## src/rtl/ytile_row_storer.sv

```systemverilog
// ytile_row_storer: buffers one N-word output row and drains its masked columns into a k/n-addressed SRAM write port.
module ytile_row_storer #(
  parameter int N      = 8,
  parameter int KMAX   = 1024,
  parameter int DATA_W = 32,
  parameter int BYTE_W = DATA_W / 8,
  parameter int N_W    = (N <= 1) ? 1 : $clog2(N),
  parameter int K_W    = (KMAX <= 1) ? 1 : $clog2(KMAX)
) (
  input  logic                  clk,
  input  logic                  rst,
  input  logic                  row_valid,
  output logic                  row_ready,
  input  logic [K_W-1:0]        k_idx,
  input  logic [N-1:0]          col_mask,
  input  logic [N*DATA_W-1:0]   row_flat,
  output logic                  y_en,
  output logic                  y_we,
  output logic                  y_re,
  output logic [K_W-1:0]        y_k,
  output logic [N_W-1:0]        y_n,
  output logic [DATA_W-1:0]     y_wdata,
  output logic [BYTE_W-1:0]     y_wmask,
  input  logic                  y_gnt,
  output logic                  busy,
  output logic                  row_done,
  output logic                  err
);
  localparam logic [1:0] IDLE  = 2'd0;
  localparam logic [1:0] WRITE = 2'd1;
  localparam logic [1:0] DONE  = 2'd2;

  logic [1:0]        state_q, state_d;
  logic [K_W-1:0]    k_q, k_d;
  logic [N-1:0]      mask_q, mask_d;
  logic [DATA_W-1:0] buf_q [N];
  logic [DATA_W-1:0] buf_d [N];
  logic [N_W-1:0]    cur_q, cur_d;
  logic              err_q, err_d;
  logic [N-1:0]      above;
  logic              hs, bad_k;

  function automatic logic [N_W-1:0] low_bit(input logic [N-1:0] m);
    low_bit = '0;
    for (int i = N - 1; i >= 0; i--) if (m[i]) low_bit = N_W'(i);
  endfunction

  // Columns still pending after the current one; masked-out columns never appear here.
  always_comb begin
    for (int i = 0; i < N; i++) above[i] = mask_q[i] && (i > int'(cur_q));
  end

  assign hs    = row_valid && row_ready;
  assign bad_k = {1'b0, k_idx} >= (K_W + 1)'(KMAX);

  always_comb begin
    state_d = state_q;
    k_d     = k_q;
    mask_d  = mask_q;
    buf_d   = buf_q;
    cur_d   = cur_q;
    err_d   = 1'b0;
    if (state_q == IDLE && hs) begin
      if (bad_k) begin
        err_d = 1'b1;
      end else begin
        k_d     = k_idx;
        mask_d  = col_mask;
        cur_d   = low_bit(col_mask);
        state_d = |col_mask ? WRITE : DONE;
        for (int i = 0; i < N; i++) buf_d[i] = row_flat[i*DATA_W +: DATA_W];
      end
    end else if (state_q == WRITE && y_gnt) begin
      cur_d   = low_bit(above);
      state_d = |above ? WRITE : DONE;
    end else if (state_q == DONE) begin
      state_d = IDLE;
    end
  end

  always_ff @(posedge clk or posedge rst) begin
    if (rst) begin
      state_q <= IDLE;
      k_q     <= '0;
      mask_q  <= '0;
      cur_q   <= '0;
      err_q   <= 1'b0;
      for (int i = 0; i < N; i++) buf_q[i] <= '0;
    end else begin
      state_q <= state_d;
      k_q     <= k_d;
      mask_q  <= mask_d;
      cur_q   <= cur_d;
      err_q   <= err_d;
      buf_q   <= buf_d;
    end
  end

  // Address/data are forced to zero whenever no write is requested.
  assign row_ready = state_q == IDLE;
  assign y_en      = state_q == WRITE;
  assign y_we      = y_en;
  assign y_re      = 1'b0;
  assign y_k       = y_en ? k_q : '0;
  assign y_n       = y_en ? cur_q : '0;
  assign y_wdata   = y_en ? buf_q[cur_q] : '0;
  assign y_wmask   = {BYTE_W{y_en}};
  assign busy      = state_q != IDLE;
  assign row_done  = state_q == DONE;
  assign err       = err_q;
endmodule

```

## config.mk

```make
export PLATFORM = sky130hd
export DESIGN_NAME = ytile_row_storer
export DESIGN_NICKNAME = d
export VERILOG_FILES = /design/src/rtl/ytile_row_storer.sv
export SDC_FILE = /design/constraint.sdc
export NUM_CORES = 1
export LEC_CHECK = 0
export CORE_MARGIN = 4
export CORE_UTILIZATION = 42
export DETAILED_ROUTE_END_ITERATION = 8
export PLACE_DENSITY_LB_ADDON = 0.05
export SLEW_MARGIN = 20
export SYNTH_ARGS = -nofsm -noshare
export SYNTH_HDL_FRONTEND = slang
export SYNTH_SLANG_ARGS = --single-unit
```

## constraint.sdc

```tcl
create_clock -name clk -period 26.5 [get_ports clk]
set_input_delay 6.625 -clock clk [delete_from_list [all_inputs] [get_ports clk]]
set_output_delay 6.625 -clock clk [all_outputs]
set_load 0.005 [all_outputs]
```

* After elaboration in Yosys (flattened, before gate mapping)
Index checks and enable logic that the tools add are counted.
** Word-level totals
- Register bits after elaboration :: 279
- Bits of input ports :: 278
- Output and inout bits :: 56
- Word-level logic and storage cells :: 67
** Cells by class
- $lt $le $gt $ge :: 8
- Equality and inequality tests :: 2
- Muxes and demuxes :: 28
- Bitwise operators :: 1
- Reduce and logical (&&, ||, !) cells :: 16
** Operators with widths (count)
- 32-bit binary-select mux with 3-bit select :: 1
- 32-bit 2-to-1 mux :: 3
- 3-bit 2-to-1 mux :: 18
- 3-bit > comparator (first input constant) :: 4
- 1-bit logical AND :: 10
- 10-bit 2-to-1 mux :: 1
- 2-bit 2-to-1 mux :: 5
- 8-bit OR reduction :: 1
- 7-bit OR reduction :: 1
- 2-bit by 3-bit > comparator with 1-bit output (first input constant) :: 2
- 4-bit greater-or-equal comparator (second input constant) :: 1
- 3-bit NOT with 4-bit output :: 1
- 2-bit nonzero test :: 2
- 1-bit by 3-bit > comparator with 1-bit output (first input constant) :: 1
- 3-bit nonzero test :: 1
- 2-bit by 1-bit == test with 1-bit output (second input constant) :: 1
- 2-bit == test (second input constant) :: 1
- 2-bit zero test :: 1

* Logic depth before layout (Yosys ltp)
Gate-level depths: netlist of run 1.
- Depth in word-level cells :: 11
- Depth in mapped cells :: 7
- Gate-level depth less buffers :: 5

* Worst setup path after synthesis of run 1
Ideal clock, no wire load.
- Path kind :: register to output
- Start point :: register cur_q[0]
- End point :: output port y_wdata[14]
- Arrival :: 1378 ps
- Data required time :: 19875 ps
- Setup slack :: 18497 ps
- Stages on the path, launching flop included :: 6
- Path through :: dfrtp_1 buf_6 buf_6 mux4_1 mux2i_1 nor2_1
** Between the ends
- Word-level cells in the longest chain between the ends :: 5
** RTL lines
- start: declaration :: line 38 : logic [N_W-1:0] cur_q, cur_d;
- start signal: assignment :: line 93 : cur_q <= cur_d;
- 3-bit NOT with 4-bit output (not written as such) :: line 106 : assign y_wdata = y_en ? buf_q[cur_q] : '0;
- 32-bit binary-select mux with 3-bit select :: line 106
- 32-bit 2-to-1 mux (not written as such) (2 in a row) :: line 106
- 32-bit 2-to-1 mux :: line 106
- end: declaration :: line 22 : output logic [DATA_W-1:0] y_wdata,
No other way between the ends. The select of a mux whose other input is x is not followed.

* Worst setup path after layout of run 1
- Start point :: register cur_q[0]
- End point :: output port y_wdata[21]
Same word-level chain as after synthesis.

==> results of run 1 <==
layout make-up:
cell class,instances,area [um^2]
tap,396,495
inverter,9,41.3
fill,2831,13400
multi-input combinational,1024,5450
clock buffer,44,895
timing repair buffer,338,3410
sequential,278,6970
antenna,5,12.5
clock inverter,12,87.6
worst paths after layout:
| path | end | slack [ns] | cells past startpoint |
|---|---|---|---|
| max in group asynchronous | cur_q[0] | 18.37 | 3 |
| worst max register to register | buf_q[78] | 22.90 | 5 |
| min in group asynchronous | buf_q[199] | 6.63 | 2 |
| worst max-delay path | y_wdata[21] | 16.46 | 6 |
| worst min-delay path | buf_q[66] | 0.47 | 2 |
| worst min register to register | buf_q[66] | 0.47 | 2 |
Yosys cell counts (2+ instances only):
master | number | area share, %
a21oi_1 | 12 | 0.46
o21ai_0 | 5 | 0.19
nor2b_1 | 4 | 0.19
clkbuf_1 | 5 | 0.14
nand2_1 | 832 | 24
o31ai_1 | 3 | 0.17
a21o_1 | 2 | 0.11
nor2_1 | 35 | 1.0
mux2i_1 | 31 | 2.4
nor4_1 | 2 | 0.095
and2_1 | 12 | 0.57
o22ai_1 | 2 | 0.095
dfrtp_1 | 278 | 53
buf_4 | 16 | 0.91
inv_1 | 7 | 0.20
nor3b_1 | 2 | 0.11
buf_2 | 40 | 1.5
buf_1 | 2 | 0.057
nand2b_1 | 4 | 0.19
buf_6 | 30 | 2.6
mux4_1 | 12 | 2.4
mux4_2 | 50 | 8.6
state kept, by name, summed over array words and instances, names as in the netlist:
register and flops:
mask_q 7, buf_q 256, cur_q 3, k_q 10
state_q 2
stage by stage:
step | power [mW] | instance area [um^2] | hold slack, ns | setup slack (ns) | util (%)
floorplan | 1.23 | 13100 | 0.437 | 12.21 | -
global placement | 1.46 | 16300 | 0.449 | 16.25 | 53.1
detailed placement | 1.48 | 16300 | 0.455 | 16.25 | 53.1
CTS | 1.90 | 17300 | 0.470 | 16.07 | 56.3
global route | 2.02 | 17300 | 0.482 | 16.27 | 56.4
finish | 1.88 | 17400 | 0.467 | 16.46 | 56.4
per-layer routing:
metal	share of wire [%]	global-route usage (%)	vias up
li1	-	-	5006
met1	43	30.0	4959
met2	48	34.3	263
met3	7.2	5.56	49
met4	1.4	3.82	16
met5	0.31	0	-
power groups by stage:
stage / Combinational (mW) / Clock, mW / Sequential [mW]
6_report: 0.719 / 0.413 / 0.747
5_1_grt: 0.799 / 0.443 / 0.774
4_1_cts: 0.728 / 0.425 / 0.750
3_5_place_dp: 0.725 / 0 / 0.754
3_3_place_gp: 0.712 / 0 / 0.751
2_1_floorplan: 0.542 / 0 / 0.686
critical path: stages, from the launching register on:
cell and delay (ns):
dfrtp_4 0.70, buf_4 0.43, buf_16 0.33, mux4_1 0.66, mux2i_1 0.16, nor2_1 0.08
clkdlybuf4s50_1 0.50
placed cells by master, fill, tap and decap left out, types with 3 or more instances in the layout:
cell | Yosys | layout
a21oi_1 | 12 | 12
diode_2 | 0 | 5
clkdlybuf4s50_1 | 0 | 331
nand2b_1 | 4 | 3
and2_1 | 12 | 11
dfrtp_1 | 278 | 275
clkinv_2 | 0 | 10
clkbuf_8 | 0 | 7
o21ai_0 | 5 | 5
mux4_2 | 50 | 50
buf_4 | 16 | 4
clkbuf_1 | 5 | 6
nor2_1 | 35 | 35
nand2_1 | 832 | 832
clkbuf_16 | 0 | 31
o31ai_1 | 3 | 3
mux4_1 | 12 | 12
inv_1 | 7 | 6
mux2i_1 | 31 | 31
nor2b_1 | 4 | 4
logic make-up after synthesis:
| kind of cell | Yosys count |
|---|---|
| AND/OR/NAND/NOR | 896 |
| flip-flops | 278 |
| buffers and inverters | 103 |
| multiplexers | 93 |
| AO/OA/AOI/OAI | 33 |
| other | 1 |
==> impl_metrics.toml, run 1 <==
[logic_synthesis]
ys.flop_type = "dfrtp_1"
yosysSeqAreaShare_pct = 53.0
synth.distinct_cells = 40
ys_ff_latch = 278
syn_area_per_cell_um2 = 9.35
syn_inst = 1404
synth_area_um2 = 13100
synth_top_family_by_area = "simple AND/OR/NAND/NOR gates"
synth_fa_ha_area_share_pct = 0
synth_mux_area_share_pct = 13.3
synth_xor_area_share_pct = 0
ys_warn_count = 0
yosys.area_share.simple_pct = 26.3
synth_edf_count = 0
synth-async-reset-ratio_pct = 100
synth_compound_area_share_pct = 1.75

[cells_and_area]
instances_no_fill = 2106
finalNetCount = 1959
drive_gt1_share_pct = 6.86
area_delta_synth_final_pct = 32.2

[timing]
slew_violations = 0
fin_crit_ns = 10.04
tightest_slew_ns = 1.09
post-route-period-util_pct = 37.9
fmax_mhz = 99.6
grt_setup_unrepaired = "false"
slew_headroom_pct = 27.1
clock_skew_ns = 0.00730
hold_violations = 0
finalSetupViolCount = 0
fin_tns_setup_ns = 0

[pwr]
seq_power_share_pct = 39.8
power.internal_mw = 1.23
irDropWorstVdd_uv = 79.1
p_clk_share_pct = 22.0
switchingPower_mw = 0.646
swShare_pct = 34.4
p_comb_share_pct = 38.2
power_density_nw_per_um2 = 108
power_leakage_nw = 8.48

[min_path]
min_from = "buf_q[66]"
worstHoldPathType = "reg -> reg"

[die]
initial_core_util_pct = 42.7
core_um2 = 30700
dieWidth_um = 185
io_pins = 334
rows = 64
die-area_um2 = 34200
die_h_um = 185

[clock_tree]
cts_hold_buf = 0
clk-insertion-delay-late_ns = 0.56
clkTransAtPathRegs_ns = 0.06
htreeDepth = 1
cts_root_buffer = "clkbuf_16"
clock_sinks = 278
cts_resized = 0
tritoncts = "done"
cts_max_path_buffers = 3
cts_made_buffers = 30
post-cts-setup-buffers = 0

[setup_path]
crit_path_start = "cur_q[0]"
critPathArrivalTime_ns = 3.42
cp-start-kind = "flop"
critPathKind = "reg -> out"
worstReg2RegStart = "state_q[0]"
cp-end-kind = "output port"
required_ns = 19.88
worstPathMaxFanout = 36

[placement]
place_hpwl_mm = 24.9
dp_cells = 2044
numPortBuffers = 331
place_congestion = 0.803

[global_routing]
grt_pass1_vias = 10307
antenna_found_initial = 11
overflow = 0
grt_pass1_wl_mm = 57.7
grt_use_total_pct = 21.4
grt_max_degree = 214

[detailed_routing]
drtIter0Drc = 648
ant_nets = 0
detail_route.wl_per_cell_um = 17.9
vias = 10293
drc = 0
vias_per_cell = 4.89
wirelength_mm = 37.6
firstDrtPassIters = 5

[flow_run]
drv_cap = 0

[status]
status = "finished, final reports clean"
Note: power is estimated with default switching activity, not from simulation.
==> run 2, diff against run 1 <==
clock period = 9.9 ns   (was 26.5 ns; I/O delays follow)
==> run 2 against run 1 <==
  * Register-to-register slack worse by 16 ns
  * Sequential share of layout area increased by 0.12 points
  * Worst setup slack got worse by 13 ns
  * Utilization decreased by 0.16 points
  * Sequential cell count is the same
  * Die area did not move
  * Cell count is essentially flat
  * Total power increased to 2.7 times the previous value
  * Hold slack worse by 0.0035 ns
==> impl_metrics.toml, run 2 (same netlist as run 1, synthesis figures left out) <==
[global_routing]
use_met1_pct = 31.1
grt_pass1_vias = 10724
grt-busiest-layer = "met2"
overflow = 0
antenna_found_initial = 15
grt_pass1_wl_mm = 61.1
grt_max_degree = 187
grt_use_total_pct = 23.0
grt_use_met3_pct = 5.73
met2_usage_pct = 36.9

[detailed_routing]
wirelength_mm = 40.1
ant_nets = 0
vias = 10450
drc = 0
firstDrtPassIters = 4
drtIter0Drc = 607
detail_route.wl_per_cell_um = 19.0
vias_per_cell = 4.96

[setup_path]
crit_chain = "buf_4 > mux4_1 > mux2i_1 > nor2_1 > clkdlybuf4s50_1"
required_ns = 7.43
max_stage_delay_ns = 0.90
critPathArrivalTime_ns = 3.54
critPathKind = "reg -> out"
cp-end-kind = "output port"
cp_slowest_cell = "dfrtp_4"
worstPathMaxFanout = 38
cp-start-kind = "flop"

[timing]
grt_setup_unrepaired = "false"
tightest_slew_ns = 0.979
slew_headroom_pct = 34.8
finalSetupViolCount = 0
fmax_mhz = 166
post-route-period-util_pct = 60.8
slew_violations = 0
fin_tns_setup_ns = 0
hold_violations = 0
clock_skew_ns = 0.00952
fin_ws_ns = 3.88
fin_crit_ns = 6.02

[pwr]
irDropWorstVdd_uv = 197
power_leakage_nw = 8.45
power_density_nw_per_um2 = 288

[cells_and_area]
final_area_um2 = 17300
reg_top3 = "buf_q x256, k_q x10, mask_q x7"
layout.core_utilization_pct = 56.3
finalNetCount = 1966
drive_gt1_share_pct = 6.57
largest_reg_flops = 256
regMostFlops = "buf_q"
multi_input_area_um2 = 5450
final_common_cell = "nand2_1"
layout_common_cells = "nand2_1, clkdlybuf4s50_1, dfrtp_1"
seq_area_um2 = 6970
area_delta_synth_final_pct = 31.8
num-fill-cells = 2819

[die]
io_pins = 334
die_h_um = 185
die-area_um2 = 34200
core_um2 = 30700
dieWidth_um = 185
rows = 64
initial_core_util_pct = 42.7

[min_path]
worstHoldPathType = "reg -> reg"

[flow_run]
drv_cap = 0

[clock_tree]
htreeDepth = 1
cts_resized = 0
post-cts-setup-buffers = 0
tritoncts = "done"
cts_max_path_buffers = 3
clkTransAtPathRegs_ns = 0.06
cts_made_buffers = 31
clock_sinks = 278
cts_root_buffer = "clkbuf_16"
cts_hold_buf = 0
clk-insertion-delay-late_ns = 0.56

[placement]
numPortBuffers = 331
place_ws_ns = 4.35
placed_area_um2 = 16400
place_congestion = 0.905
place_hpwl_mm = 27.8

[status]
status = "finished, final reports clean"
[run 2: cell types whose count changed in the layout (fill, tap and decap cells not counted), sizes merged]
cell,change
buf,+6
bufinv,-1
clkinv,-6
diode,+3
[run 2: path summary, 6_finish.rpt]
path	cells after the start	slack, ns	from	end
max	5	3.88	cur_q[0]	y_wdata[21]
min reg2reg	2	0.46	k_q[5]	k_q[5]
max reg2reg	4	7.21	cur_q[1]	cur_q[0]
min	2	0.46	k_q[5]	k_q[5]
min in group asynchronous	2	2.27	rst	buf_q[198]
max in group asynchronous	4	6.22	rst	cur_q[1]
[run 2: critical path: cells and delay by family (launching register included)]
family                 cells  cell delay (ns)
muxes                      2             0.79
DFF                        1             0.90
buffers and inverters      2             1.20
and+or+nand+nor            1             0.05
[run 2: cell type report]
cell class	instances	share of cell area, %
sequential	278	40.3
clock inverter	5	0.166
tap	396	2.86
inverter	9	0.217
timing repair buffer	344	20.0
multi-input combinational	1024	31.5
antenna	8	0.116
clock buffer	44	4.94
[run 2: metal layers]
| metal | share of wire, % | up-vias |
|---|---|---|
| li1 | - | 5025 |
| met1 | 43 | 5040 |
| met2 | 47 | 286 |
| met3 | 6.4 | 81 |
| met4 | 3.0 | 18 |
| met5 | 0.31 | - |
[run 2: per-stage QoR]
stage	std cells	total power [mW]	hold slack, ns
finish	2108	4.99	0.463
global route	2106	5.35	0.477
CTS	2098	5.05	0.470
detailed placement	2049	3.99	0.456
global placement	2049	3.94	0.451
floorplan	1405	3.29	0.437
[run 2: power breakdown]
part	internal (mW)	switching (mW)
Clock	0.590	0.448
Sequential	1.65	0.416
Combinational	1.00	0.887
==> run 3, diff against run 2 <==
clock period = 5.5 ns   (was 9.9 ns; I/O delays follow)
==> run 3 against run 2 <==
  * Sequential power rose by 83%
  * Cell count rose by 0.43%
  * Clock power rose by 110%
  * Clock-buffer cell count rose by 4
  * Utilization rose by 0.94 points
  * Highest routed layer unchanged
  * Critical endpoint is now y_wdata[7]
==> impl_metrics.toml, run 3 (same netlist as run 1, synthesis figures left out) <==
[status]
status = "finished, final reports clean"

[setup_path]
worstPathMaxFanout = 51
crit_path_start = "cur_q[0]"
path_delay_family = "flip-flops"
rr_worst_depth = 5
rr_endpoint = "state_q[0]"
cp-end-kind = "output port"
required_ns = 4.12
crit_buf_inv = 2
max_stage_delay_ns = 1.11
critPathArrivalTime_ns = 3.22
worstReg2RegStart = "cur_q[1]"
worst-path-stages = 5
cp_slowest_cell = "dfrtp_4"
crit_chain = "buf_12 > mux4_1 > mux2i_1 > nor2_1 > clkdlybuf4s50_1"
critPathKind = "reg -> out"
r2r_slack_ns = 3.21
endpoint = "y_wdata[7]"
cp-start-kind = "flop"

[detailed_routing]
firstDrtPassIters = 5
met3_length_mm = 3.01
drtIter0Drc = 693
wirelength_mm = 40.6
route.met2.wl_mm = 19.6
vias = 10645
vias_per_cell = 5.03
top_layer_used = "met5"
ant_nets = 0
met1_length_mm = 16.7
drc = 0
detail_route.wl_per_cell_um = 19.2

[clock_tree]
clkTransAtPathRegs_ns = 0.06
cts_root_buffer = "clkbuf_16"
clk-insertion-delay-late_ns = 0.50
cts_hold_buf = 0
htreeDepth = 2
clock_sinks = 278
cts_max_path_buffers = 3
cts_made_buffers = 34
post-cts-setup-buffers = 0
cts_resized = 0
tritoncts = "done"

[die]
rows = 64
core_um2 = 30700
initial_core_util_pct = 42.7
dieWidth_um = 185
io_pins = 334
die_h_um = 185
die-area_um2 = 34200

[cells_and_area]
regMostFlops = "buf_q"
area_delta_synth_final_pct = 34.0
finalNetCount = 1971
layout.core_utilization_pct = 57.2
multi_input_area_um2 = 5450
num-fill-cells = 2795
layout_common_cells = "nand2_1, clkdlybuf4s50_1, dfrtp_1"
drive_gt1_share_pct = 7.29
final_area_um2 = 17600
largest_reg_flops = 256
seq_area_um2 = 6970
reg_top3 = "buf_q x256, k_q x10, mask_q x7"
final_common_cell = "nand2_1"

[placement]
numPortBuffers = 331
place_hpwl_mm = 28.5
place_congestion = 0.928
placed_area_um2 = 16500

[timing]
finalSetupViolCount = 0
tightest_slew_ns = 1.05
grt_setup_unrepaired = "false"
slew_headroom_pct = 30.3
hold_violations = 0
post-route-period-util_pct = 83.6
fin_crit_ns = 4.60
slew_violations = 0
clock_skew_ns = 0.0177
fin_tns_setup_ns = 0
fmax_mhz = 218

[pwr]
power.internal_mw = 6.14
swShare_pct = 34.4
power.total_mw = 9.35
seq_power_share_pct = 40.3
p_comb_share_pct = 36.4
power_leakage_nw = 8.58
power_density_nw_per_um2 = 532
p_clk_share_pct = 23.3
switchingPower_mw = 3.22
irDropWorstVdd_uv = 305

[global_routing]
overflow = 0
antenna_found_initial = 12
grt_pass1_wl_mm = 61.4
grt_use_total_pct = 23.3
grt_max_degree = 104
grt_pass1_vias = 10882

[min_path]
worstHoldPathType = "reg -> reg"

[flow_run]
drv_cap = 0
[run 3: cell count changes in the layout (fill, tap and decap cells not counted), sizes merged]
cell	change
diode	-2
bufinv	+2
clkinv	+1
clkinvlp	+2
buf	+2
clkbuf	+4
[run 3: power groups by stage]
stage,Sequential (mW),Combinational (mW),Clock [mW]
after floorplan,3.31,2.61,0
after global placement,3.80,3.35,0
after detailed placement,3.80,3.43,0
after CTS,3.78,3.45,2.22
after global routing,3.87,3.80,2.31
final,3.77,3.41,2.18
[run 3: layer usage]
layer	vias to the layer above	track usage, %
met2	355	37.7
met1	5168	31.3
met4	12	8.34
met5	-	0
met3	72	5.16
li1	5038	-
[run 3: per-stage QoR]
step / cells / hold WS, ns / worst slack (ns)
after floorplan: 1405 / 0.437 / 0.446
after global placement: 2052 / 0.450 / 1.41
after detailed placement: 2052 / 0.457 / 1.35
after CTS: 2110 / 0.471 / 0.819
after global routing: 2116 / 0.487 / 0.702
final: 2117 / 0.466 / 0.903
[run 3: how the worst min path moves through the flow]
stage | startpoint | endpoint | cells after the start
after floorplan | buf_q[218] | buf_q[218] | 2
after global placement | buf_q[80] | buf_q[80] | 2
after detailed placement | k_q[6] | k_q[6] | 2
after CTS | buf_q[17] | buf_q[17] | 2
after global routing | buf_q[245] | buf_q[245] | 2
final | buf_q[180] | buf_q[180] | 2
[run 3: area by class of cell]
cell class	count	share of cell area, %
Antenna cell	6	0.0853
Clock buffer	48	5.54
Clock inverter	10	0.640
Inverter	9	0.213
Multi-Input combinational cell	1024	31.0
Sequential cell	278	39.6
Tap cell	396	2.82
Timing Repair Buffer	346	20.2
[run 3: tightest hold or removal path, stage by stage, from the launching register on]
cell     delay [ns]
dfrtp_1        0.33
nand2_1        0.05
nand2_1        0.05
